File: src/rtl/mealy_pkg.sv
// Shared state encodings for the Mealy detector path: the serializer FSM and the detector's
// QA/QB states use the same one-bit encoding.
package mealy_pkg;

    localparam logic ST_IDLE  = 1'b0;
    localparam logic ST_SHIFT = 1'b1;

    localparam logic QA = 1'b0;
    localparam logic QB = 1'b1;

    typedef enum logic {
        StIdle  = ST_IDLE,
        StShift = ST_SHIFT
    } ser_state_e;

endpackage

File: src/rtl/mealy_bit_serializer.sv
// Parallel-to-serial feeder for the Mealy detector: valid/ready word input, one-word holding
// register for gap-free streaming, registered serial output with bit_valid/frame_start qualifiers.
module mealy_bit_serializer
    import mealy_pkg::*;
#(
    parameter int unsigned WIDTH      = 8,
    parameter bit          MSB_FIRST  = 1'b1,
    parameter bit          IDLE_LEVEL = 1'b0
) (
    input  logic             clk,
    input  logic             rst,
    input  logic [WIDTH-1:0] in_data,
    input  logic             in_valid,
    output logic             in_ready,
    output logic             x_out,
    output logic             bit_valid,
    output logic             frame_start,
    output logic             busy
);

    localparam int unsigned     CW   = $clog2(WIDTH);
    localparam logic [CW-1:0]   LAST = CW'(WIDTH - 1);

    ser_state_e       state_q, state_d;
    logic [CW-1:0]    cnt_q, cnt_d;
    logic [WIDTH-1:0] shift_q, shift_d;
    logic [WIDTH-1:0] hold_q, hold_d;
    logic             hold_valid_q, hold_valid_d;
    logic             x_q, x_d;
    logic             bit_valid_q, bit_valid_d;
    logic             frame_start_q, frame_start_d;
    logic             accept;
    logic [CW-1:0]    bit_idx;

    assign in_ready = !rst && !hold_valid_q;
    assign accept   = in_valid && in_ready;

    always_comb begin
        state_d      = state_q;
        cnt_d        = cnt_q;
        shift_d      = shift_q;
        hold_d       = hold_q;
        hold_valid_d = hold_valid_q;

        unique case (state_q)
            StIdle: begin
                if (accept) begin
                    shift_d = in_data;
                    cnt_d   = '0;
                    state_d = StShift;
                end
            end
            StShift: begin
                if (cnt_q != LAST) begin
                    cnt_d = cnt_q + 1'b1;
                    if (accept) begin
                        hold_d       = in_data;
                        hold_valid_d = 1'b1;
                    end
                end else if (hold_valid_q) begin
                    shift_d      = hold_q;
                    hold_valid_d = 1'b0;
                    cnt_d        = '0;
                end else if (accept) begin
                    // Hold is empty on the last bit: bypass it so the stream stays contiguous.
                    shift_d = in_data;
                    cnt_d   = '0;
                end else begin
                    cnt_d   = '0;
                    state_d = StIdle;
                end
            end
            default: state_d = StIdle;
        endcase
    end

    // Outputs are computed from next state so they come straight out of flops.
    always_comb begin
        bit_idx       = MSB_FIRST ? (LAST - cnt_d) : cnt_d;
        bit_valid_d   = (state_d == StShift);
        frame_start_d = (state_d == StShift) && (cnt_d == '0);
        x_d           = (state_d == StShift) ? shift_d[bit_idx] : IDLE_LEVEL;
    end

    always_ff @(posedge clk) begin
        if (rst) begin
            state_q       <= StIdle;
            cnt_q         <= '0;
            shift_q       <= '0;
            hold_q        <= '0;
            hold_valid_q  <= 1'b0;
            x_q           <= IDLE_LEVEL;
            bit_valid_q   <= 1'b0;
            frame_start_q <= 1'b0;
        end else begin
            state_q       <= state_d;
            cnt_q         <= cnt_d;
            shift_q       <= shift_d;
            hold_q        <= hold_d;
            hold_valid_q  <= hold_valid_d;
            x_q           <= x_d;
            bit_valid_q   <= bit_valid_d;
            frame_start_q <= frame_start_d;
        end
    end

    assign x_out       = x_q;
    assign bit_valid   = bit_valid_q;
    assign frame_start = frame_start_q;
    assign busy        = (state_q == StShift) || hold_valid_q;

endmodule

File: config.mk
export PLATFORM = sky130hd
export DESIGN_NAME = mealy_bit_serializer
export DESIGN_NICKNAME = d
export VERILOG_FILES = /design/src/rtl/mealy_pkg.sv /design/src/rtl/mealy_bit_serializer.sv
export SDC_FILE = /design/constraint.sdc
export NUM_CORES = 1
export LEC_CHECK = 0
export CAP_MARGIN = 20
export CORE_MARGIN = 2
export CORE_UTILIZATION = 53
export CTS_BUF_LIST = sky130_fd_sc_hd__clkbuf_4 sky130_fd_sc_hd__clkbuf_8 sky130_fd_sc_hd__clkbuf_16
export DETAILED_ROUTE_END_ITERATION = 8
export PLACE_DENSITY = 0.76
export SLEW_MARGIN = 20
export SYNTH_ARGS = -nofsm -noshare
export SYNTH_HDL_FRONTEND = slang
export SYNTH_SLANG_ARGS = --single-unit
export TNS_END_PERCENT = 20
File: constraint.sdc
create_clock -name clk -period 3.15 [get_ports clk]
set_clock_uncertainty 0.1 [all_clocks]
set_input_delay 0.945 -clock clk [delete_from_list [all_inputs] [get_ports clk]]
set_output_delay 0.945 -clock clk [all_outputs]
set_load 0.005 [all_outputs]
# Word level (Yosys, flattened, before mapping)
# Index checks and enable logic that the tools add are counted.
# W data, S select, Z words.
word_totals:
  input_bits: 11
  register_bits: 23
  elab_cells: 39
classes:
  n_reduce_logical: 10
  muxes: 15
  n_eq_ne: 2
  bitwise: 2
  add_sub_neg: 2
  order_cmp: 1
ops:
  columns: ["cell", "count"]
  rows:
  - ["$mux W8", 3]
  - ["$pmux W8 S2", 1]
  - ["$mux W1", 6]
  - ["$mux W3", 2]
  - ["$pmux W3 S2", 1]
  - ["$lt A3 B4 Y1 const B", 1]
  - ["$add A3 B1 Y3 const B", 1]
  - ["$bmux W1 S3", 1]
  - ["$logic_and A1 B1 Y1", 3]
  - ["$logic_not A3 Y1", 1]
  - ["$ne A3 B3 Y1 const B", 1]
  - ["$reduce_and A3 Y1", 1]
  - ["$sub A3 B3 Y3 const A", 1]
  - ["$logic_not A1 Y1", 2]
  - ["$ne A2 B2 Y1 const B", 1]
  - ["$not A1 Y1", 2]
  - ["$pmux W1 S2", 1]
  - ["$reduce_and A2 Y1", 1]
  - ["$reduce_or A2 Y1", 1]
  - ["$logic_or A1 B1 Y1", 1]

# Logic depth before layout (Yosys ltp)
# Gate-level depths: netlist of run 1.
depth:
  ltp_word: 9
  ltp_mapped: 9
  ltp_nobuf: 8

# Least setup slack after synthesis of run 1
# No wires, ideal clock.
synth_path:
  kind: "input to output"
  startpoint: "in rst"
  endpoint: "out in_ready"
  arrival_ps: 1274
  setup_slack_ps: 831
  required_ps: 2105
  cell_stages: 2
  path_cell_list: "clkbuf_1 > nor2_1"
synth_between:
  elab_chain_cells: 2
synth_lines:
  columns: ["item", "line_no", "rtl"]
  rows:
  - ["start: declaration", "mealy_bit_serializer.sv:11", "input logic rst,"]
  - ["$logic_not A1 Y1", "mealy_bit_serializer.sv:35", "assign in_ready = !rst && !hold_valid_q;"]
  - ["$logic_and A1 B1 Y1", "mealy_bit_serializer.sv:35", null]
  - ["end: declaration", "mealy_bit_serializer.sv:14", "output logic in_ready,"]
# Every way passes these cells.

# Final worst setup path of run 1
# Same ends and word-level chain as after synthesis.

==> flow_summary.json, run 1 <==
{
  "status": "completed",
  "die_area_sq_um": 2410,
  "rrSetupSlack_ns": 0.77,
  "avgSynthCellArea_sq_um": 8.97,
  "synth_ff_type": "dfxtp_1",
  "slowest_delay_ns": 0.51,
  "ioPinCount": 16,
  "core_area_sq_um": 1940,
  "dp_hpwl_microns": 1810,
  "vias": 1017,
  "synth.distinct_cells": 29,
  "tightest_slew_ns": 0.493,
  "grt_overflow": 0,
  "crit_top_cell": "clkdlybuf4s50_1",
  "hold_slack_ns": 0.367,
  "finalSetupViolations": 0,
  "crit_path_max_fanout": 2,
  "diodes": 0,
  "crit_start": "rst",
  "worstPathArrival_ns": 1.98,
  "path_buf_inv": 2,
  "grt_pass1_wl_microns": 4330,
  "ys_seq_elements": 23,
  "clk_pin_slew_ns": 0.12,
  "rows": 16,
  "post-cts-setup-buffers": 0,
  "tns_ns": 0,
  "clk_latency_ns": 0.31,
  "yosysWarnings": 0,
  "rsz0062_at_grt": "no",
  "reg2reg_depth": 8,
  "drt_iter0_markers": 42,
  "fmax_mhz": 331,
  "post_cts_resize_count": 0,
  "final_max_slew_viol_count": 0,
  "powerDensity_nw_per_um2": 445,
  "dp_slack_ns": 0.0904,
  "yosysTopAreaCell": "dfxtp_1",
  "syn_to_final_growth_pct": 22.6,
  "cp_top_family": "buffers and inverters",
  "grt_start_max_net_pins": 15,
  "cpMaxStageDelayCell": "clkdlybuf4s50_1",
  "antenna_found_initial": 0,
  "seq_area_frac_synth": 0.428,
  "clk_path_buf_depth": 2,
  "required_ns": 2.10,
  "h-tree-depth": 1,
  "synth_edf_count": 0,
  "initial_core_util": 0.554,
  "finalCoreUtilization": 0.679,
  "layout_setup_ws_ns": 0.126,
  "crit_chain": "clkdlybuf4s50_1 -> nor2_1 -> clkdlybuf4s50_1",
  "grt_pass1_vias": 1004,
  "die_h_microns": 49.1,
  "vdd.ir_drop.worst_v": 0.000315,
  "cts_tree": "yes",
  "postCtsHoldBufs": 0,
  "relSlewSlack": 0.671,
  "syn-num-nets": 133,
  "finalWeightedCongestion": 0.797,
  "num-fill-cells": 185,
  "wl_per_cell_microns": 14.7,
  "period_share": 0.960,
  "hold_viol": 0,
  "drcViolationCount": 0,
  "cts-buffers-inserted": 3,
  "root_buffer": "clkbuf_4",
  "ant_nets": 0,
  "dr.pass1.iters": 5,
  "cp-start-kind": "input port",
  "die_w_microns": 49.1,
  "synth_top_area_share": 0.428,
  "async_flop_share": 0,
  "total_power_mw": 0.586,
  "drv_cap": 0,
  "netlist_area_sq_um": 1080,
  "worst_setup_path_end_kind": "output pin",
  "drt_wl_total_microns": 2460,
  "cp.depth": 3,
  "reg2reg_to": "x_out",
  "worstReg2RegStart": "cnt_q[0]",
  "synth_cells": 120,
  "seq_area_sq_um": 460,
  "criticalPathCategory": "in -> out",
  "hp-class": "reg -> reg",
  "leakagePower_nw": 0.499,
  "crit_end": "in_ready",
  "drive_above_1_share": 0.143,
  "track_usage": 0.229,
  "yosys.cell_count.top_type": "dfxtp_1",
  "vias_per_cell": 6.09,
  "nets": 154,
  "multi_input_area_sq_um": 581,
  "synth_commonest_cells": "dfxtp_1 (23), nand2_1 (19), nor2_1 (15)",
  "cts.sinks": 23,
  "synthTopCellsByArea": "dfxtp_1 (43%), a32o_1 (7.4%), nand2_1 (6.6%)",
  "min_period_ns": 3.02,
  "io_buffer_count": 15
}
## flip-flops by register name (all words and copies together) (netlist names)
register / cells
hold_q: 8
shift_q: 8
cnt_q: 3
bit_valid: 1
frame_start: 1
hold_valid_q: 1
x_out: 1
## cell type report
cell class              instances  share of cell area
multi-input cells              88               0.440
well taps                      27              0.0256
inverters                       3             0.00854
repair buffers                 22               0.154
flip-flops and latches         23               0.349
clock buffers                   4              0.0228
## through the flow
step | instances | area (sq um)
final | 167 | 1320
after global routing | 167 | 1320
after CTS | 167 | 1320
after detailed placement | 163 | 1290
after global placement | 163 | 1290
after floorplan | 120 | 1080
## worst min path at each step
| stage | from | endpoint | slack (ns) | cells after the start |
|---|---|---|---|---|
| 2_1_floorplan | hold_q[0] | hold_q[0] | 0.34 | 2 |
| 3_3_place_gp | hold_q[6] | hold_q[6] | 0.34 | 2 |
| 3_5_place_dp | hold_q[4] | hold_q[4] | 0.35 | 2 |
| 4_1_cts | hold_q[4] | hold_q[4] | 0.37 | 2 |
| 5_1_grt | hold_q[0] | hold_q[0] | 0.39 | 2 |
| 6_report | hold_q[4] | hold_q[4] | 0.37 | 2 |
## placed cells by master (no fill, tap or decap), types with 3 or more instances in the layout
cell type and count:
nor2b_1 3, a21oi_1 10, clkbuf_4 4, buf_4 7
clkdlybuf4s50_1 15, nor2_1 15, a32o_1 8, mux2i_1 3
inv_1 3, a221oi_1 7, dfxtp_1 23, nand2_1 19
nand3_1 3
## worst reg2reg max path: cells and delay by family (launching register included)
| kind | cells | cell delay [ns] |
|---|---|---|
| muxes | 1 | 0.17 |
| adders and majority gates | 2 | 0.42 |
| AOI/OAI and AO/OA | 2 | 0.71 |
| DFF | 1 | 0.35 |
| and+or+nand+nor | 3 | 0.53 |
## layer usage
layer / share of wire / GRT usage
met3: 0.057 / 0.0460
met1: 0.42 / 0.279
met4: 0.015 / 0.0857
met5: 0 / 0
met2: 0.51 / 0.394
## logic make-up (layout without fill, tap and decap cells)
kind of cell | Yosys count | after routing | share of synthesized area
adder cells (fa/ha/maj) | 2 | 2 | 0.0233
AO/OA/AOI/OAI | 32 | 32 | 0.251
buffers and inverters | 9 | 29 | 0.0326
multiplexers | 3 | 3 | 0.0279
AND/OR/NAND/NOR | 51 | 51 | 0.237
flip-flops | 23 | 23 | 0.428
## power breakdown
| group | internal, mW | switching, mW |
|---|---|---|
| clock | 0.0581 | 0.0847 |
| sequential | 0.307 | 0.0154 |
| combinational | 0.0608 | 0.0607 |
(Power assumes the default switching activity.)
==> run 2: changes to the inputs <==
--- a/config.mk
+++ b/config.mk
@@ -5,6 +5,7 @@
 export SDC_FILE = /design/constraint.sdc
 export NUM_CORES = 1
 export LEC_CHECK = 0
+export ABC_AREA = 0
 export CAP_MARGIN = 20
 export CORE_MARGIN = 2
 export CORE_UTILIZATION = 53
==> results of run 2 <==
Final layout, timing and power as in run 1 (identical DEF).
==> run 3: changes to the inputs <==
--- a/config.mk
+++ b/config.mk
@@ -5,13 +5,13 @@
 export SDC_FILE = /design/constraint.sdc
 export NUM_CORES = 1
 export LEC_CHECK = 0
-export ABC_AREA = 0
+export ABC_AREA = 1
 export CAP_MARGIN = 20
 export CORE_MARGIN = 2
 export CORE_UTILIZATION = 53
 export CTS_BUF_LIST = sky130_fd_sc_hd__clkbuf_4 sky130_fd_sc_hd__clkbuf_8 sky130_fd_sc_hd__clkbuf_16
 export DETAILED_ROUTE_END_ITERATION = 8
-export PLACE_DENSITY = 0.76
+export PLACE_DENSITY = 0.85
 export SLEW_MARGIN = 20
 export SYNTH_ARGS = -nofsm -noshare
 export SYNTH_HDL_FRONTEND = slang
==> run 3 against run 2 <==
Compared with the run above:
- routed wire length up 6.4%
- hold slack better by 0.0070 ns
- cell count up 38%
- die area up 18%
==> flow_summary.json, run 3 <==
{
  "drv_cap": 0,
  "wl_per_cell_microns": 11.3,
  "cp-start-kind": "input port",
  "synth_edf_count": 0,
  "netlist_area_sq_um": 1280,
  "grt_start_max_net_pins": 22,
  "post-cts-setup-buffers": 0,
  "initial_core_util": 0.569,
  "slowest_delay_ns": 0.50,
  "syn-num-nets": 201,
  "ioPinCount": 16,
  "yosys.cell_count.top_type": "nor2_1",
  "nets": 217,
  "layout_setup_ws_ns": 0.381,
  "clk_path_buf_depth": 2,
  "cpMaxStageDelayCell": "clkdlybuf4s50_1",
  "yosysTopAreaCell": "dfxtp_1",
  "async_flop_share": 0,
  "worstPathArrival_ns": 1.72,
  "cts.sinks": 23,
  "rsz0062_at_grt": "no",
  "dp_slack_ns": 0.0243,
  "track_usage": 0.218,
  "die_area_sq_um": 2830,
  "clk_latency_ns": 0.31,
  "vias": 1209,
  "tightest_slew_ns": 0.560,
  "leakagePower_nw": 0.670,
  "grt_pass1_wl_microns": 4490,
  "num-fill-cells": 212,
  "drt_iter0_markers": 23,
  "fmax_mhz": 361,
  "powerDensity_nw_per_um2": 419,
  "antenna_found_initial": 0,
  "relSlewSlack": 0.626,
  "drt_wl_total_microns": 2620,
  "cts_tree": "yes",
  "ys_seq_elements": 23,
  "seq_area_frac_synth": 0.359,
  "syn_to_final_growth_pct": 14.8,
  "finalSetupViolations": 0,
  "required_ns": 2.10,
  "synth_cells": 188,
  "core_area_sq_um": 2250,
  "hp-class": "reg -> reg",
  "hold_viol": 0,
  "final_max_slew_viol_count": 0,
  "drive_above_1_share": 0.103,
  "vdd.ir_drop.worst_v": 0.000307,
  "vias_per_cell": 5.23,
  "h-tree-depth": 1,
  "reg_top3": "hold_q (8), shift_q (8), cnt_q (3)",
  "postCtsHoldBufs": 0,
  "min_period_ns": 2.77,
  "clk_pin_slew_ns": 0.13,
  "worst_setup_path_end_kind": "output pin",
  "status": "completed",
  "criticalPathCategory": "in -> out",
  "rows": 17,
  "drcViolationCount": 0,
  "hold_slack_ns": 0.375,
  "die_w_microns": 53.2,
  "dp_hpwl_microns": 1930,
  "root_buffer": "clkbuf_4",
  "cts-buffers-inserted": 3,
  "io_buffer_count": 15,
  "synth.distinct_cells": 22,
  "ant_nets": 0,
  "finalWeightedCongestion": 0.819,
  "die_h_microns": 53.2,
  "tns_ns": 0,
  "final_cell_mix": "nor2_1 (40), inv_1 (31), nand2_1 (29)",
  "avgSynthCellArea_sq_um": 6.83,
  "synthTopCellsByArea": "dfxtp_1 (36%), nor2_1 (12%), nand3_1 (9.7%)",
  "synth_top_area_share": 0.359,
  "dr.pass1.iters": 4,
  "crit_chain": "dlymetal6s2s_1 -> nor2_8 -> clkdlybuf4s50_1",
  "yosysWarnings": 0,
  "diodes": 0,
  "path_buf_inv": 2,
  "crit_path_max_fanout": 2,
  "grt_overflow": 0,
  "period_share": 0.879,
  "synth_ff_type": "dfxtp_1",
  "synth_commonest_cells": "nor2_1 (40), inv_1 (31), nand2_1 (29)",
  "final_common_cell": "nor2_1",
  "grt_pass1_vias": 1109,
  "cp_top_family": "buffers and inverters"
}
## run 3: cell type report
| type | instances | area [sq um] | share of cell area |
|---|---|---|---|
| clock buffer | 3 | 22.5 | 0.0153 |
| clock inverter | 1 | 5.00 | 0.00340 |
| inverter | 34 | 128 | 0.0866 |
| multi-input combinational | 124 | 648 | 0.440 |
| sequential | 23 | 460 | 0.312 |
| tap | 28 | 35.0 | 0.0238 |
| timing repair buffer | 18 | 175 | 0.119 |
## run 3: cell families after synthesis
family / Yosys count / share of synthesized area
simple gates: 100 / 0.355
buf+inv: 41 / 0.136
flops: 23 / 0.359
fa+ha+maj: 2 / 0.0195
compound gates: 22 / 0.131
## run 3: worst paths after layout
kind,startpoint,end,slack (ns),cells after the start
hold / removal,hold_q[5],hold_q[5],0.37,2
hold reg to reg,hold_q[5],hold_q[5],0.37,2
setup / recovery,rst,in_ready,0.38,3
setup reg to reg,cnt_q[0],x_out,0.87,12
## run 3: where the power goes
group,internal [mW],leakage [nW],switching [mW],total (mW)
Clock,0.0475,0.0177,0.0921,0.140
Sequential,0.312,0.188,0.0110,0.323
Combinational,0.0646,0.464,0.0895,0.154
## run 3: per-stage QoR
step / total power [mW] / utilization / instance area [sq um] / instances
2_1_floorplan: 0.436 / - / 1280 / 188
3_3_place_gp: 0.477 / 0.640 / 1440 / 227
5_1_grt: 0.653 / 0.654 / 1470 / 231
6_report: 0.617 / 0.654 / 1470 / 231
4_1_cts: 0.621 / 0.653 / 1470 / 231
3_5_place_dp: 0.484 / 0.640 / 1440 / 227
## run 3: routing by layer
| metal | GRT usage | routed length, microns |
|---|---|---|
| met5 | 0 | 0 |
| met1 | 0.250 | 1100 |
| met3 | 0.0282 | 159 |
| met4 | 0.0983 | 38 |
| met2 | 0.393 | 1320 |
## run 3: tightest hold or removal path, delay by kind of cell, from the launching register on
family,cells,cell delay [ns]
buffers and inverters,1,0.06
flip-flops,1,0.32
AO/OA/AOI/OAI,1,0.06
## run 3: what timing repair did
action / in CTS / in global routing
setup endpoints to repair: 0 / 1
endpoints found under the hold margin: 0 / 0
resized for setup: 0 / 1
